===== config.mk =====
export PLATFORM = sky130hd
export DESIGN_NAME = imem_uart_loader
export DESIGN_NICKNAME = d
export VERILOG_FILES = /design/src/rtl/imem_uart_loader_pkg.sv /design/src/rtl/imem_uart_loader_uart_rx_8n1.sv /design/src/rtl/imem_uart_loader.sv
export SDC_FILE = /design/constraint.sdc
export NUM_CORES = 1
export LEC_CHECK = 0
export CAP_MARGIN = 20
export CELL_PAD_IN_SITES_DETAIL_PLACEMENT = 2
export CELL_PAD_IN_SITES_GLOBAL_PLACEMENT = 2
export CORE_MARGIN = 4
export CORE_UTILIZATION = 37
export DETAILED_ROUTE_END_ITERATION = 16
export PLACE_DENSITY_LB_ADDON = 0.1
export REMOVE_ABC_BUFFERS = 1
export SETUP_SLACK_MARGIN = 0.05
export SLEW_MARGIN = 20
export SYNTH_ARGS = -nofsm -noshare
export SYNTH_HDL_FRONTEND = slang
export SYNTH_SLANG_ARGS = --single-unit
export TNS_END_PERCENT = 50

===== constraint.sdc =====
create_clock -name clock -period 6.75 [get_ports clock]
set_input_delay 1.35 -clock clock [delete_from_list [all_inputs] [get_ports clock]]
set_output_delay 1.35 -clock clock [all_outputs]
set_load 0.02 [all_outputs]

===== src/rtl/imem_uart_loader_pkg.sv =====
// Shared definitions for the serial instruction-memory loader:
// receive FSM state encodings and byte/word geometry.
package imem_uart_loader_pkg;

  typedef enum logic [2:0] {
    IDLE      = 3'd0,
    START     = 3'd1,
    DATA      = 3'd2,
    STOP      = 3'd3,
    WAIT_HIGH = 3'd4
  } rx_state_t;

  localparam int BYTE_WIDTH     = 8;
  localparam int BYTES_PER_WORD = 4;

endpackage


===== src/rtl/imem_uart_loader_uart_rx_8n1.sv =====
// 8N1 UART receiver: 2-flop synchronizer plus receive FSM; byte_valid and
// framing_err are single-cycle pulses issued in the stop-bit sample cycle.
module uart_rx_8n1
  import imem_uart_loader_pkg::*;
#(
  parameter int CLKS_PER_BIT = 434
) (
  input  logic                  clock,
  input  logic                  reset,
  input  logic                  enable,
  input  logic                  rx,
  output logic                  byte_valid,
  output logic [BYTE_WIDTH-1:0] byte_data,
  output logic                  framing_err
);

  localparam int BAUD_W = $clog2(CLKS_PER_BIT);
  localparam logic [BAUD_W-1:0] BAUD_LAST = BAUD_W'(CLKS_PER_BIT - 1);
  localparam logic [BAUD_W-1:0] BAUD_HALF = BAUD_W'(CLKS_PER_BIT / 2 - 1);

  rx_state_t             r_state;
  rx_state_t             w_state_nxt;
  logic                  r_rx_meta;
  logic                  r_rx_sync;
  logic                  r_rx_prev;
  logic [BAUD_W-1:0]     r_baud;
  logic [BAUD_W-1:0]     w_baud_nxt;
  logic [2:0]            r_bit;
  logic [2:0]            w_bit_nxt;
  logic [BYTE_WIDTH-1:0] r_shift;
  logic [BYTE_WIDTH-1:0] w_shift_nxt;
  logic                  w_baud_last;

  always_ff @(posedge clock or negedge reset) begin
    if (!reset) begin
      r_rx_meta <= 1'b1;
      r_rx_sync <= 1'b1;
      r_rx_prev <= 1'b1;
      r_state   <= IDLE;
      r_baud    <= '0;
      r_bit     <= '0;
      r_shift   <= '0;
    end else begin
      r_rx_meta <= rx;
      r_rx_sync <= r_rx_meta;
      r_rx_prev <= r_rx_sync;
      r_state   <= w_state_nxt;
      r_baud    <= w_baud_nxt;
      r_bit     <= w_bit_nxt;
      r_shift   <= w_shift_nxt;
    end
  end

  assign w_baud_last = (r_baud == BAUD_LAST);
  assign byte_data   = r_shift;

  always_comb begin
    w_state_nxt = r_state;
    w_baud_nxt  = r_baud;
    w_bit_nxt   = r_bit;
    w_shift_nxt = r_shift;
    byte_valid  = 1'b0;
    framing_err = 1'b0;
    case (r_state)
      IDLE: begin
        w_baud_nxt = '0;
        w_bit_nxt  = '0;
        if (r_rx_prev && !r_rx_sync) w_state_nxt = START;
      end
      START: begin
        if (r_baud == BAUD_HALF) begin
          w_baud_nxt  = '0;
          w_state_nxt = r_rx_sync ? IDLE : DATA;
        end else begin
          w_baud_nxt = r_baud + 1'b1;
        end
      end
      DATA: begin
        if (w_baud_last) begin
          w_baud_nxt  = '0;
          w_shift_nxt = {r_rx_sync, r_shift[BYTE_WIDTH-1:1]};
          w_bit_nxt   = r_bit + 3'd1;
          if (r_bit == 3'd7) w_state_nxt = STOP;
        end else begin
          w_baud_nxt = r_baud + 1'b1;
        end
      end
      STOP: begin
        if (w_baud_last) begin
          w_baud_nxt = '0;
          if (r_rx_sync) begin
            byte_valid  = 1'b1;
            w_state_nxt = IDLE;
          end else begin
            framing_err = 1'b1;
            w_state_nxt = WAIT_HIGH;
          end
        end else begin
          w_baud_nxt = r_baud + 1'b1;
        end
      end
      WAIT_HIGH: begin
        if (r_rx_sync) w_state_nxt = IDLE;
      end
      default: w_state_nxt = IDLE;
    endcase
    // Leaving load mode abandons any byte in flight.
    if (!enable) begin
      w_state_nxt = IDLE;
      w_baud_nxt  = '0;
      w_bit_nxt   = '0;
      byte_valid  = 1'b0;
      framing_err = 1'b0;
    end
  end

endmodule


===== src/rtl/imem_uart_loader.sv =====
// Serial program loader: packs UART bytes big-endian into 32-bit words and
// strobes them into instruction memory at word addresses 0..MEMORY_SIZE-1.
module imem_uart_loader
  import imem_uart_loader_pkg::*;
#(
  parameter int CLKS_PER_BIT = 434,
  parameter int MEMORY_SIZE  = 43
) (
  input  logic        clock,
  input  logic        reset,
  input  logic        enable,
  input  logic        rx,
  output logic [31:0] address,
  output logic [31:0] data,
  output logic        write_enabled,
  output logic [31:0] word_count,
  output logic        done,
  output logic        err_framing,
  output logic        err_overflow
);

  localparam logic [1:0]  LAST_BYTE = 2'(BYTES_PER_WORD - 1);
  localparam logic [31:0] MEM_WORDS = 32'(MEMORY_SIZE);

  logic                  w_byte_valid;
  logic [BYTE_WIDTH-1:0] w_byte_data;
  logic                  w_framing_err;
  logic [1:0]            r_byte_index;
  logic [31:0]           r_address;
  logic [31:0]           r_data;
  logic [31:0]           r_word_count;
  logic                  r_write_enabled;
  logic                  r_done;
  logic                  r_err_framing;
  logic                  r_err_overflow;

  uart_rx_8n1 #(
    .CLKS_PER_BIT(CLKS_PER_BIT)
  ) u_rx (
    .clock       (clock),
    .reset       (reset),
    .enable      (enable),
    .rx          (rx),
    .byte_valid  (w_byte_valid),
    .byte_data   (w_byte_data),
    .framing_err (w_framing_err)
  );

  always_ff @(posedge clock or negedge reset) begin
    if (!reset) begin
      r_byte_index    <= '0;
      r_address       <= '0;
      r_data          <= '0;
      r_word_count    <= '0;
      r_write_enabled <= 1'b0;
      r_done          <= 1'b0;
      r_err_framing   <= 1'b0;
      r_err_overflow  <= 1'b0;
    end else if (!enable) begin
      r_byte_index    <= '0;
      r_address       <= '0;
      r_data          <= '0;
      r_word_count    <= '0;
      r_write_enabled <= 1'b0;
      r_done          <= 1'b0;
    end else begin
      r_write_enabled <= 1'b0;
      if (w_framing_err) r_err_framing <= 1'b1;
      // Advance only after the strobe so address/data stay stable while it is high.
      if (r_write_enabled) begin
        r_address    <= r_address + 32'd1;
        r_word_count <= r_word_count + 32'd1;
        r_byte_index <= '0;
        r_done       <= (r_word_count + 32'd1 == MEM_WORDS);
      end
      if (w_byte_valid) begin
        if (r_done) begin
          r_err_overflow <= 1'b1;
        end else begin
          r_data <= {r_data[31-BYTE_WIDTH:0], w_byte_data};
          if (r_byte_index == LAST_BYTE) r_write_enabled <= 1'b1;
          else r_byte_index <= r_byte_index + 2'd1;
        end
      end
    end
  end

  assign address       = r_address;
  assign data          = r_data;
  assign write_enabled = r_write_enabled;
  assign word_count    = r_word_count;
  assign done          = r_done;
  assign err_framing   = r_err_framing;
  assign err_overflow  = r_err_overflow;

endmodule


After elaboration in Yosys (flattened, before gate mapping)
Index checks and enable logic that the tools add are counted.
{ "classes": {"eq_ne": 20, "n_reduce_logical": 10, "addsub": 5, "muxes": 43} }
{ "ops": {"columns": ["cell", "count"], "rows": [
  ["2-to-1 mux 32 bit", 7],
  ["adder 32 x 1 -> 32 bit (second input constant)", 2],
  ["equality test 32 x 6 -> 1 bit (second input constant)", 1],
  ["2-to-1 mux 3 bit", 10],
  ["2-to-1 mux 9 bit", 3],
  ["one-hot mux 9 bit (3 select lines)", 1],
  ["inequality test 3 x 2 -> 1 bit (second input constant)", 6],
  ["one-hot mux 3 bit (5 select lines)", 1],
  ["2-to-1 mux 1 bit", 14],
  ["2-to-1 mux 2 bit", 6],
  ["adder 9 x 1 -> 9 bit (second input constant)", 1],
  ["equality test 9 x 8 -> 1 bit (second input constant)", 1],
  ["equality test 9 bit (second input constant)", 1],
  ["AND reduction 2 bit", 4],
  ["equality test 3 x 2 -> 1 bit (second input constant)", 2],
  ["equality test 3 bit (second input constant)", 2],
  ["one-hot mux 3 bit (2 select lines)", 1],
  ["AND reduction 6 bit", 1],
  ["inequality test 2 x 1 -> 1 bit (second input constant)", 2],
  ["inequality test 4 x 2 -> 1 bit (second input constant)", 1],
  ["adder 3 x 1 -> 3 bit (second input constant)", 1],
  ["equality test 3 x 1 -> 1 bit (second input constant)", 1],
  ["zero test 3 bit", 1],
  ["inequality test 3 x 1 -> 1 bit (second input constant)", 1],
  ["7 further kinds", 7]
]} }
{ "word_totals": {"output_inout_bits": 100, "inputBits": 4, "regBits": 128} }

Longest topological paths before layout
Gate-level depths: netlist of run 1.
{ "depth": {"word_depth": 6, "depth_mapped": 10, "depth_no_buf": 8} }

By module
Synthesis of run 1 repeated with hierarchy kept, for this count alone.
{ "hier_totals": {"cells_unflattened": 694, "hier_area_um2": 6761.5} }
{ "modules_own_cells": {"columns": ["mod", "cells_each", "instances", "area_each_um2"], "rows": [
  ["imem_uart_loader", 565, 1, 5377.7],
  ["uart_rx_8n1", 129, 1, 1383.8]
]} }

Least setup slack after synthesis of run 1
Ideal clock, no wire load.
{ "synth_timing": {"path_type": "input to register", "startpoint": "input enable", "endpoint": "register r_address[22] (netlist: address[22])", "t_required_ps": 6631, "path_slack_ps": 3792, "path_buffers": 0, "path_stages": 7, "t_arrival_ps": 2839, "cell_sequence": "nand2b_1 > nand4_1 > nor4_1 > and2_1 > nand3_1 > xnor2_1 > and2_1"} }
{ "synth_between": {"elab_chain_cells": 1, "word_cells_on_any_way": 2, "classes_between": "eq/ne: 1; mux: 1"} }
{ "synth_lines": {"columns": ["item", "line_no", "rtl"], "rows": [
  ["from (decl)", "imem_uart_loader.sv:11", "input logic enable,"],
  ["inequality test 2 x 1 -> 1 bit (no line) or 2-to-1 mux 32 bit (tied branches)", null, null],
  ["to (signal assigned)", "imem_uart_loader.sv:71", "r_address <= r_address + 32'd1;"],
  ["to (decl)", "imem_uart_loader.sv:29", "logic [31:0] r_address;"]
]} }
Parallel ways exist; a longest one is shown, timed or not.
A chain may end at the register's enable or synchronous reset.

Worst setup path after layout of run 1
Same ends and word-level chain as after synthesis.

==> impl_metrics.yaml, run 1 <==
outcome:
  status: "complete, no violations"
sta:
  clock.fmax_ghz: 0.315
  final-max-slew-violation-count: 0
  slew_headroom: 0.485
  fin_crit_sh: 0.470
  skew_ns: 0.00832
  rsz0062_at_grt: "no"
  worstMarginPinSlew_ns: 0.773
  finalHoldViolCount: 0
  fin_crit_ns: 3.17
  finalSetupViolCount: 0
  whs_ns: 0.365
  final.setup.tns_ns: 0
final_layout:
  drive_above_1_share: 0.0866
  antenna_cells: 0
  mostFrequentLayoutCells: "125 x dfrtp_1, 114 x nand2_1, 101 x clkdlybuf4s50_1"
  area_growth_pct: 25.7
  regArea_um2: 3210
  multi_input_area_um2: 3360
  final_common_cell: "dfrtp_1"
  fill_cells: 1911
  nets: 808
pwr:
  power_density_nw_per_um2: 224
  ir_drop_v: 0.000188
  seqPwrFrac: 0.419
  p_int_mw: 1.45
  comb_power_share: 0.068
  swShare: 0.244
  netSwitchingPower_mw: 0.469
  leakage_nw: 3.62
  power_frac_clock: 0.513
detailed_routing:
  ant_nets: 0
  firstDrtPassIters: 4
  drtIter0Drc: 202
  via_per_inst: 5.40
  drc: 0
  vias: 5597
  routed_wl_um: 20300
  wl_per_cell_um: 19.6
clock_tree:
  cts_resized: 0
  cts.sinks: 128
  clk_pin_slew_ns: 0.06
  clk_latency_ns: 0.42
  cts_setup_buffers: 0
  cts_htree_levels: 4
  cts_buffers: 17
  clk_root_buffer_cell: "clkbuf_16"
  clockBufferDepth: 2
  cts_tree: "yes"
  hold_buffers: 0
grt:
  grt_util_all_layers: 0.209
  grt_antenna_before_repair: 0
  overflow: 0
  grt_pass1_wl_um: 34300
  grt_pass1_vias: 6371
  grt_max_degree: 82
yosys:
  ys_types: 64
  ys.flop_type: "dfrtp_1"
  ys_seq_elements: 128
  synth_edf_count: 0
  syn_inst: 707
  syn_area_per_cell_um2: 9.66
  syn_area_um2: 6830
  yosysWarnings: 0
  ys_async_sr_fraction: 1.00
  ys_seq_area_frac: 0.469
critical_path:
  crit_chain: "buf_2, nand2b_1, nand4_1, nor4_1, and2_1, nand3_1, xnor2_1, and2_1"
  max_stage_delay_ns: 0.74
  arrival_ns: 3.49
  slowest_stage: "nor4_1"
  cp_data_required_time_ns: 7.06
  worstPathMaxFanout: 8
  crit_path_end_kind: "flip-flop"
  startpoint_type: "input pin"
  critPathKind: "input pin to flip-flop"
  crit_top_cell: "and2_1"
floorplan:
  start_util: 0.378
  core_area_um2: 18100
  die_x_um: 144
  fp.dieH_um: 144
  dieArea_um2: 20700
  rows: 49
  num_io_pins: 104
run:
  max-cap-violations: 0
worst_hold_path:
  hp-class: "flip-flop to flip-flop"
place:
  place_hpwl_um: 13600
  port_buffers: 103
  routabilityCongestion: 0.781
[logic make-up after synthesis]
kind of cell,Yosys count,share of synthesized area
DFF,128,0.469
AOI/OAI and AO/OA,100,0.101
and+or+nand+nor,343,0.270
xor gates and xnor gates,64,0.0820
buffers and inverters,50,0.0397
muxes,13,0.0207
adders and majority gates,9,0.0165
[sequential cells by signal (all words and copies together) (netlist names)]
signal and cells:
done 1, u_rx.r_rx_sync 1, word_count 32, u_rx.byte_data 8
r_byte_index 2, u_rx.r_baud 9, data 32, err_overflow 1
u_rx.r_state 3, u_rx.r_bit 3, u_rx.r_rx_prev 1, address 32
u_rx.r_rx_meta 1, write_enabled 1, err_framing 1
[cell type report]
cell class,count,share of cell area
timing repair buffer,109,0.125
tap,229,0.0334
inverter,10,0.00437
clock inverter,14,0.0219
multi-input combinational,529,0.391
sequential,128,0.373
clock buffer,18,0.0511
[final timing paths]
path,startpoint,end,slack [ns],cells past startpoint
max,enable,address[22],3.58,8
min,u_rx.r_rx_meta,u_rx.r_rx_sync,0.37,0
max reg2reg,write_enabled,address[22],3.90,8
min reg2reg,u_rx.r_rx_meta,u_rx.r_rx_sync,0.37,0
max in group asynchronous,reset,data[5],4.62,2
min in group asynchronous,reset,address[11],0.97,1
[layer usage]
metal  up-vias  GRT usage  part of all wire
li1       2618          -                 -
met1      2868      0.263              0.43
met2        94      0.367              0.52
met3        17     0.0366             0.034
met4         0     0.0590             0.011
met5         -          0                 0
[power groups by stage]
stage | sequential [mW] | combinational [mW] | clock [mW]
3_5_place_dp | 0.817 | 0.128 | 0
2_1_floorplan | 0.809 | 0.0767 | 0
6_report | 0.804 | 0.130 | 0.985
5_1_grt | 0.808 | 0.148 | 1.05
3_3_place_gp | 0.816 | 0.119 | 0
4_1_cts | 0.804 | 0.133 | 1.01
[worst max-delay path, delay by kind of cell]
kind | cells | cell delay (ns)
simple gates | 6 | 1.83
xor+xnor | 1 | 0.15
buf+inv | 1 | 0.15
[through the flow]
stage	std cells	setup slack, ns	area [um^2]	total power [mW]	utilization
finish	1037	3.58	8590	1.92	0.475
global route	1037	3.34	8590	2.00	0.475
floorplan	667	3.79	6600	0.886	-
detailed placement	1005	3.15	7960	0.945	0.440
CTS	1037	3.56	8580	1.94	0.475
global placement	1005	3.32	7960	0.935	0.440
[Yosys cell counts (2+ instances only)]
master	number	share of area
o22ai_1	3	0.0027
o21ai_0	21	0.015
nand2_1	114	0.063
xnor2_1	46	0.059
nor3_1	15	0.011
nand3_1	33	0.024
a21oi_1	7	0.0051
buf_4	3	0.0033
nor2b_1	7	0.0064
clkbuf_2	4	0.0029
buf_2	4	0.0029
o41ai_1	2	0.0026
inv_1	10	0.0055
ha_1	9	0.016
or3_1	6	0.0055
nor3b_1	2	0.0022
o31ai_1	4	0.0044
nand2b_1	6	0.0055
nor4_1	7	0.0064
a21boi_0	39	0.043
mux2_2	9	0.015
clkbuf_8	4	0.0081
nor4b_1	5	0.0064
a21o_1	2	0.0022
nand4_1	22	0.020
mux2i_1	4	0.0059
xor2_1	18	0.023
clkbuf_1	22	0.012
and2_1	58	0.053
a211o_1	2	0.0026
a31oi_1	6	0.0055
nor2_1	25	0.014
and4_1	9	0.012
and3_1	14	0.013
dfrtp_1	125	0.46
buf_6	3	0.0049
dfstp_2	3	0.012
or4_1	2	0.0022
or2_2	4	0.0037
a211oi_1	3	0.0033
o211a_1	2	0.0029
No activity file was read; power rests on OpenSTA's default activity.
==> run 2, diff against run 1 <==
--- a/config.mk
+++ b/config.mk
@@ -9,7 +9,7 @@
 export CELL_PAD_IN_SITES_DETAIL_PLACEMENT = 2
 export CELL_PAD_IN_SITES_GLOBAL_PLACEMENT = 2
 export CORE_MARGIN = 4
-export CORE_UTILIZATION = 37
+export CORE_UTILIZATION = 31
 export DETAILED_ROUTE_END_ITERATION = 16
 export PLACE_DENSITY_LB_ADDON = 0.1
 export REMOVE_ABC_BUFFERS = 1
==> constraint.sdc (replaced) <==
create_clock -name clock -period 2.75 [get_ports clock]
set_input_delay 0.55 -clock clock [delete_from_list [all_inputs] [get_ports clock]]
set_output_delay 0.55 -clock clock [all_outputs]
set_load 0.02 [all_outputs]
==> run 2 against run 1 <==
Compared with the run above:
- first-iteration DRC count down 7.4%
- critical path depth down 1
- register-to-register slack worse by 3.7 ns
- combinational power up 140%
- critical path type is now flip-flop to flip-flop
- sequential share of layout area down 0.88 points
- critical endpoint is now done
- via count up 1.6%
- global-route usage down 3.7 points
==> impl_metrics.yaml, run 2 (synthesized netlist as in run 1, its figures left out) <==
outcome:
  status: "complete, no violations"
sta:
  fin_crit_ns: 2.51
  clock.fmax_ghz: 0.398
  setup_slack_ns: 0.239
  final.setup.tns_ns: 0
  finalHoldViolCount: 0
  worstMarginPinSlew_ns: 0.751
  rsz0062_at_grt: "no"
  whs_ns: 0.0738
  finalSetupViolCount: 0
  fin_crit_sh: 0.913
  slew_headroom: 0.495
  final-max-slew-violation-count: 0
  skew_ns: 0.00975
floorplan:
  fp.dieH_um: 156
  core_area_um2: 21800
  die_x_um: 156
  dieArea_um2: 24500
  start_util: 0.314
  num_io_pins: 104
  rows: 54
critical_path:
  startpoint_type: "flip-flop"
  crit_path_end_kind: "flip-flop"
  cp_data_required_time_ns: 3.09
  critPathKind: "flip-flop to flip-flop"
  rrSetupSlack_ns: 0.24
  worstPathMaxFanout: 8
  arrival_ns: 2.85
clock_tree:
  cts_htree_levels: 4
  clk_pin_slew_ns: 0.07
  clockBufferDepth: 2
  cts_buffers: 17
  clk_latency_ns: 0.42
  hold_buffers: 0
  cts_tree: "yes"
  cts.sinks: 128
  clk_root_buffer_cell: "clkbuf_16"
pwr:
  ir_drop_v: 0.000327
  leakage_nw: 3.70
  power.total_mw: 4.59
  power_density_nw_per_um2: 522
grt:
  grt_antenna_before_repair: 0
  grt_pass1_vias: 6334
  grt_pass1_wl_um: 33800
  grt_max_degree: 79
  overflow: 0
  grt_util_all_layers: 0.171
final_layout:
  finalCoreUtilization: 0.404
  area_growth_pct: 28.7
  finish.instance_area_um2: 8790
  stdcell_count: 1107
  drive_above_1_share: 0.110
  mostFrequentLayoutCells: "125 x dfrtp_1, 114 x nand2_1, 101 x clkdlybuf4s50_1"
  antenna_cells: 0
  nets: 827
  final_common_cell: "dfrtp_1"
detailed_routing:
  drc: 0
  vias: 5685
  ant_nets: 0
  wl_per_cell_um: 18.5
  firstDrtPassIters: 4
  drtIter0Drc: 187
  via_per_inst: 5.14
  routed_wl_um: 20400
place:
  place_inst: 1074
  place_hpwl_um: 13900
  place_ws_ns: 0.0566
  port_buffers: 103
  place_area_um2: 8180
  routabilityCongestion: 0.742
run:
  max-cap-violations: 0
worst_hold_path:
  hp-class: "input pin to asynchronous set/reset pin"
## run 2: cell types whose count changed in the layout (fill, tap and decap cells not counted), sizes merged
| cell | before | now |
|---|---|---|
| buf | 8 | 27 |
| bufinv | 4 | 1 |
| clkbuf | 18 | 17 |
| clkinv | 8 | 1 |
| clkinvlp | 1 | 3 |
| inv | 11 | 20 |
## run 2: repair_timing
item / CTS / global route
setup buffers: 0 / 1
gates resized for setup: 1 / 1
pin swaps: 0 / 1
setup endpoints to repair: 1 / 3
## run 2: worst paths after layout
kind | endpoint | start | cells past startpoint
setup / recovery | done | word_count[19] | 7
hold / removal | address[12] | reset | 1
setup reg to reg | done | word_count[19] | 7
hold reg to reg | u_rx.r_rx_sync | u_rx.r_rx_meta | 0
max in group asynchronous | word_count[0] | reset | 2
min in group clock | u_rx.r_rx_sync | u_rx.r_rx_meta | 0
## run 2: critical path: stages (launching register included)
cell and delay (ns):
dfrtp_1 0.50, and4_1 0.33, and4_1 0.42, and3_1 0.26, nand4_1 0.13, a211o_1 0.30
nor4_2 0.35, o2bb2ai_1 0.15
## run 2: metal layers
layer  routed length [um]  global-route usage
met4                  193              0.0438
met3                  529              0.0241
met5                    0                   0
met1                 9460               0.220
met2                10300               0.303
## run 2: area by class of cell
cell class | count | area [um^2]
fill | 2355 | 13000
multi-input combinational | 529 | 3370
sequential | 128 | 3210
timing repair buffer | 128 | 1240
clock buffer | 17 | 425
tap | 280 | 350
clock inverter | 15 | 166
inverter | 10 | 37.5
## run 2: power breakdown
part	switching [mW]	total, mW	internal [mW]
logic	0.203	0.313	0.110
registers	0.0536	1.97	1.92
clock network	1.02	2.31	1.29
total	1.27	4.59	3.32
